<file path="src/rtl/mul_seq_16_if.sv">
// mul_seq_16_if: start/done handshake and operand/product bus for mul_seq_16.
// master drives start and operands; slave returns busy, done and product.
interface mul_seq_16_if;
  logic        in_start;
  logic [15:0] in_multiplicand;
  logic [15:0] in_multiplier;
  logic        out_busy;
  logic        out_done;
  logic [31:0] out_product;

  modport master (
    output in_start, in_multiplicand, in_multiplier,
    input  out_busy, out_done, out_product
  );

  modport slave (
    input  in_start, in_multiplicand, in_multiplier,
    output out_busy, out_done, out_product
  );
endinterface

</file>
<file path="src/rtl/mul_seq_16.sv">
// mul_seq_16: 16x16->32 unsigned shift-and-add multiplier on one cla_16.
// Ports: in_clk, in_reset (sync, active high), bus (mul_seq_16_if.slave).
module cla_16 (
  input  logic [15:0] in_x,
  input  logic [15:0] in_y,
  input  logic        in_carry,
  output logic [15:0] out_sum,
  output logic        out_carry,
  output logic        out_generate,
  output logic        out_propogate
);
  logic [15:0] g, p;
  logic [16:0] c;
  logic [3:0]  gg, pp;
  logic [4:0]  cg;

  always_comb begin
    g = in_x & in_y;
    p = in_x ^ in_y;
    for (int k = 0; k < 4; k++) begin
      gg[k] = g[4*k+3]
            | (p[4*k+3] & g[4*k+2])
            | (p[4*k+3] & p[4*k+2] & g[4*k+1])
            | ((&p[4*k+3 -: 3]) & g[4*k]);
      pp[k] = &p[4*k+3 -: 4];
    end
    cg[0] = in_carry;
    for (int k = 0; k < 4; k++)
      cg[k+1] = gg[k] | (pp[k] & cg[k]);
    c = '0;
    for (int k = 0; k < 4; k++) begin
      c[4*k] = cg[k];
      for (int j = 0; j < 3; j++)
        c[4*k+j+1] = g[4*k+j] | (p[4*k+j] & c[4*k+j]);
    end
    c[16] = cg[4];
  end

  assign out_sum       = p ^ c[15:0];
  assign out_carry     = c[16];
  assign out_generate  = gg[3]
                       | (pp[3] & gg[2])
                       | (pp[3] & pp[2] & gg[1])
                       | (pp[3] & pp[2] & pp[1] & gg[0]);
  assign out_propogate = &pp;
endmodule

module mul_seq_16 (
  input logic         in_clk,
  input logic         in_reset,
  mul_seq_16_if.slave bus
);
  typedef enum logic [1:0] {IDLE, RUN, DONE} state_t;

  state_t      state, state_n;
  logic        load, last;
  logic [15:0] mcand, acc_hi, acc_lo;
  logic [3:0]  count;
  logic [15:0] sum;
  logic        carry;
  logic [31:0] shifted;

  cla_16 u_add (
    .in_x         (acc_hi),
    .in_y         (acc_lo[0] ? mcand : 16'h0000),
    .in_carry     (1'b0),
    .out_sum      (sum),
    .out_carry    (carry),
    .out_generate (),
    .out_propogate()
  );

  // 33-bit {carry,sum,acc_lo} shifted right by one; carry lands in bit 31
  assign shifted = {carry, sum, acc_lo[15:1]};

  always_comb begin
    state_n = state;
    load    = 1'b0;
    last    = 1'b0;
    case (state)
      IDLE: begin
        if (bus.in_start) begin
          load    = 1'b1;
          state_n = RUN;
        end
      end
      RUN: begin
        if (count == 4'hF) begin
          last    = 1'b1;
          state_n = DONE;
        end
      end
      DONE: begin
        if (bus.in_start) begin
          load    = 1'b1;
          state_n = RUN;
        end else begin
          state_n = IDLE;
        end
      end
      default: state_n = IDLE;
    endcase
  end

  always_ff @(posedge in_clk) begin
    if (in_reset) state <= IDLE;
    else          state <= state_n;
  end

  always_ff @(posedge in_clk) begin
    if (in_reset) begin
      mcand           <= '0;
      acc_hi          <= '0;
      acc_lo          <= '0;
      count           <= '0;
      bus.out_product <= '0;
    end else if (load) begin
      mcand  <= bus.in_multiplicand;
      acc_hi <= '0;
      acc_lo <= bus.in_multiplier;
      count  <= '0;
    end else if (state == RUN) begin
      {acc_hi, acc_lo} <= shifted;
      count            <= count + 4'd1;
      if (last) bus.out_product <= shifted;
    end
  end

  assign bus.out_busy = (state == RUN);
  assign bus.out_done = (state == DONE);
endmodule

</file>
<file path="src/flat_wrapper.sv">
// flat-port wrapper written by rule: the top's interface ports become plain ports
module mul_seq_16_flat 
  (in_clk, in_reset, bus_in_start, bus_in_multiplicand, bus_in_multiplier, bus_out_busy, bus_out_done, bus_out_product);
  mul_seq_16_if bus_i ();
  input logic in_clk;
  input logic in_reset;
  input wire logic [$bits(bus_i.in_start)-1:0] bus_in_start;
  input wire logic [$bits(bus_i.in_multiplicand)-1:0] bus_in_multiplicand;
  input wire logic [$bits(bus_i.in_multiplier)-1:0] bus_in_multiplier;
  output wire logic [$bits(bus_i.out_busy)-1:0] bus_out_busy;
  output wire logic [$bits(bus_i.out_done)-1:0] bus_out_done;
  output wire logic [$bits(bus_i.out_product)-1:0] bus_out_product;
  assign bus_i.in_start = bus_in_start;
  assign bus_i.in_multiplicand = bus_in_multiplicand;
  assign bus_i.in_multiplier = bus_in_multiplier;
  assign bus_out_busy = bus_i.out_busy;
  assign bus_out_done = bus_i.out_done;
  assign bus_out_product = bus_i.out_product;
  mul_seq_16 u_core (.in_clk(in_clk), .in_reset(in_reset), .bus(bus_i));
endmodule
</file>
<file path="config.mk">
export PLATFORM = sky130hd
export DESIGN_NAME = mul_seq_16_flat
export DESIGN_NICKNAME = d
export VERILOG_FILES = /design/src/rtl/mul_seq_16_if.sv /design/src/rtl/mul_seq_16.sv /design/src/flat_wrapper.sv
export SDC_FILE = /design/constraint.sdc
export NUM_CORES = 1
export LEC_CHECK = 0
export ABC_AREA = 1
export CAP_MARGIN = 0
export CORE_MARGIN = 2
export CORE_UTILIZATION = 48
export DETAILED_ROUTE_END_ITERATION = 8
export HOLD_SLACK_MARGIN = 0.02
export PLACE_DENSITY = 0.76
export SYNTH_ARGS = -nofsm -noshare
export SYNTH_HDL_FRONTEND = slang
export SYNTH_SLANG_ARGS = --single-unit
</file>
<file path="constraint.sdc">
create_clock -name in_clk -period 3.4 [get_ports in_clk]
set_input_delay 0.85 -clock in_clk [delete_from_list [all_inputs] [get_ports in_clk]]
set_output_delay 0.85 -clock in_clk [all_outputs]
set_load 0.01 [all_outputs]
</file>
==> metrics.md, run 1 <==
| Metric | Value |
|---|---|
| Period utilization | 0.920 |
| Worst path slowest cell | fa_1 |
| Avg WL per Cell | 12.7 um |
| Max_slew headroom | 0.639 |
| Die ar. | 9290 um^2 |
| Vias post-DR | 3539 |
| Synth warnings | 0 |
| Syn Std Cell Area | 4100 um^2 |
| Worst VDD drop | 203 uV |
| Layout Nets | 658 |
| Worst skew pair latency | 0.37 ns |
| Clock skew | 0.0142 ns |
| Starting DRT DRC Count | 146 |
| Cell Int Power | 1.57 mW |
| Antenna violations before repair | 0 |
| TritonCTS clock tree | yes |
| Cells after Synth | 533 |
| Most common cell after layout, fill and taps aside | nor2_1 |
| LEAKAGE | 2.24 nW |
| Switching Share | 0.261 |
| RSZ-0062 raised after global routing | false |
| DRT Wirelength | 8930 um |
| Crit end category | flip-flop |
| Antenna Violating Nets Remaining | 0 |
| Ports | 69 |
| Largest stage delay, worst path | 0.42 ns |
| Post-cts gate resize count | 0 |
| Area occupied by multi-input gates | 1970 um^2 |
| Clock root buffer | clkbuf_8 |
| Critical path cell sequence | buf_4, nand2_1, inv_1, ha_1, a21oi_1, o211a_1, nand2_1, fa_1, fa_1, fa_1, xor2_1, o21ai_0, nor2_1 |
| GPL Wtd Cong | 0.855 |
| Via/cell ratio | 5.02 |
| Setup bufs post-CTS | 0 |
| Crit Path Category | reg -> reg |
| Layout area overhead | 22.9% |
| Avg Inst Size Synth | 7.68 um^2 |
| Post-route cell area | 5030 um^2 |
| CP Max Fanout | 11 |
| First-pass GRT wire length | 15200 um |
| Placed inst area | 4810 um^2 |
| Hold buffers post-CTS | 0 |
| PnR worst setup slack | 0.273 ns |
| Final hold viol count | 0 |
| Max-slew violations | 0 |
| Status | finished clean |
| Clock sink count | 86 |
| Fmax | 320 MHz |
| Worst setup SP type | flip-flop |
| Crit path DAT | 3.39 ns |
| CTS Buf Count | 9 |
| Pre-CTS setup slack | 0.105 ns |
| Layout cell share with drive strength beyond 1 | 0.0950 |
| Post-synth cell types | 30 |
| Combinational power share | 0.117 |
| Pin slew with the least headroom to its limit | 0.541 ns |
| Maxcap violations | 0 |
| Req. time, crit path | 3.67 ns |
| PD cells | 423 nW/um^2 |
| Commonest non-fill, non-tap cells in the layout | nor2_1 (100), dfxtp_1 (85), nand2_1 (82) |
| FILL cells | 732 |
| GRT Residual Overflow | 0 |
| Part of the power in registers | 0.507 |
| Largest net degree at the start of global routing | 38 |
| DRC Markers | 0 |
| Setup violations, final | 0 |
| Register bit total from synthesis | 86 |
| Die Ht | 96.4 um |
| CTS clk-pin slew, worst paths | 0.09 ns |
| Port Buf Inserts | 68 |
| H-tree Lvls | 3 |
| FF/Latch Area | 1730 um^2 |
| Clock Tree Buf Depth | 2 |
| Vias in the first global route | 3385 |
| Register area share after synthesis | 0.420 |
| Chip width | 96.4 um |
| Initial core utilization | 0.496 |
| Clock power frac | 0.375 |
| Tot GR Track Use | 0.211 |
| Hpwl dp | 6040 um |
| Drt pass-1 iters | 4 |
| NetSw | 555 uW |
| Floorplan core area | 8260 um^2 |
| Most frequent CP cell | fa_1 |
| Syn Nets | 596 |
| Antenna cell count | 0 |
| Worst Hold Class | reg -> reg |
| Row count | 33 |
| Setup TNS | 0 ns |
| Post-route minimum period | 3.13 ns |
==> worst paths after layout <==
| check | startpoint | endpoint | slack, ns | cells after the start |
|---|---|---|---|---|
| worst max-delay path | u_core.acc_lo[0] | u_core.bus.out_product[30] | 0.27 | 13 |
| worst min-delay path | u_core.acc_hi[7] | u_core.acc_hi[7] | 0.48 | 2 |
| worst max register to register | u_core.acc_lo[0] | u_core.bus.out_product[30] | 0.27 | 13 |
| worst min register to register | u_core.acc_hi[7] | u_core.acc_hi[7] | 0.48 | 2 |
==> synth_stat cells (all sizes together) <==
cell / n / area (um^2)
dfxtp: 86 / 1720
o21ai: 84 / 420
inv: 58 / 225
buf: 15 / 131
ha: 17 / 213
nor3: 2 / 15.0
a211oi: 4 / 30.0
a21oi: 21 / 105
clkbuf: 12 / 45.0
nand2: 84 / 325
o211a: 1 / 10.0
nor4: 1 / 6.26
nand3: 9 / 45.0
a41oi: 1 / 8.76
a221oi: 1 / 15.0
nor2: 122 / 523
xnor2: 3 / 26.3
fa: 11 / 220
xor2: 1 / 8.76
==> power by group through the flow <==
| stage | Combinational, mW | Clock (mW) | Sequential (mW) |
|---|---|---|---|
| CTS | 0.250 | 0.813 | 1.08 |
| global route | 0.282 | 0.854 | 1.09 |
| floorplan | 0.168 | 0 | 1.09 |
| global placement | 0.242 | 0 | 1.10 |
| detailed placement | 0.248 | 0 | 1.10 |
| finish | 0.250 | 0.799 | 1.08 |
==> metrics by stage <==
| step | util | hold WS (ns) | total power, mW | std cells |
|---|---|---|---|---|
| detailed placement | 0.582 | 0.463 | 1.35 | 689 |
| global route | 0.609 | 0.510 | 2.22 | 705 |
| finish | 0.609 | 0.485 | 2.13 | 705 |
| CTS | 0.609 | 0.485 | 2.14 | 705 |
| floorplan | - | 0.449 | 1.26 | 533 |
| global placement | 0.582 | 0.457 | 1.34 | 689 |
==> logic make-up after synthesis <==
family | after synthesis | share of synthesized area
compound gates | 112 | 0.144
fa+ha+maj | 28 | 0.106
simple gates | 218 | 0.223
buf+inv | 85 | 0.0981
xor+xnor | 4 | 0.00856
flops | 86 | 0.420
==> sequential cells by signal (all words and copies together), names as in the netlist <==
name / flops
u_core.bus.out_product: 32
u_core.acc_hi: 16
u_core.acc_lo: 16
u_core.mcand: 16
u_core.count: 4
u_core.state: 2
==> area by class of cell <==
cell class / count / area share
multi-input cells: 362 / 0.392
flip-flops and latches: 86 / 0.343
repair buffers: 78 / 0.150
inverters: 58 / 0.0448
well taps: 105 / 0.0261
clock buffers: 10 / 0.0254
clock inverters: 6 / 0.0187
==> metal layers <==
metal,part of all wire,routed length (um),GRT usage
met5,0,0,0
met3,0.043,381,0.0392
met4,0.023,205,0.0939
met2,0.47,4160,0.342
met1,0.47,4180,0.275
==> worst max-delay path, delay by kind of cell, from the launching register on <==
kind	cells	cell delay (ns)
and+or+nand+nor	3	0.18
adders and majority gates	4	1.59
xor gates and xnor gates	1	0.18
buffers and inverters	2	0.21
AOI/OAI and AO/OA	3	0.47
DFF	1	0.39
No activity file was read; power rests on OpenSTA's default activity.
==> run 2, diff against run 1 <==
GPL_ROUTABILITY_DRIVEN = 1   (was default)
==> results of run 2 <==
No change in the layout: final DEF, timing and power equal those of run 1.
==> run 3, diff against run 2 <==
CTS_CLUSTER_SIZE = 20   (was default)
==> results of run 3 <==
No change in the layout: final DEF, timing and power equal those of run 1.
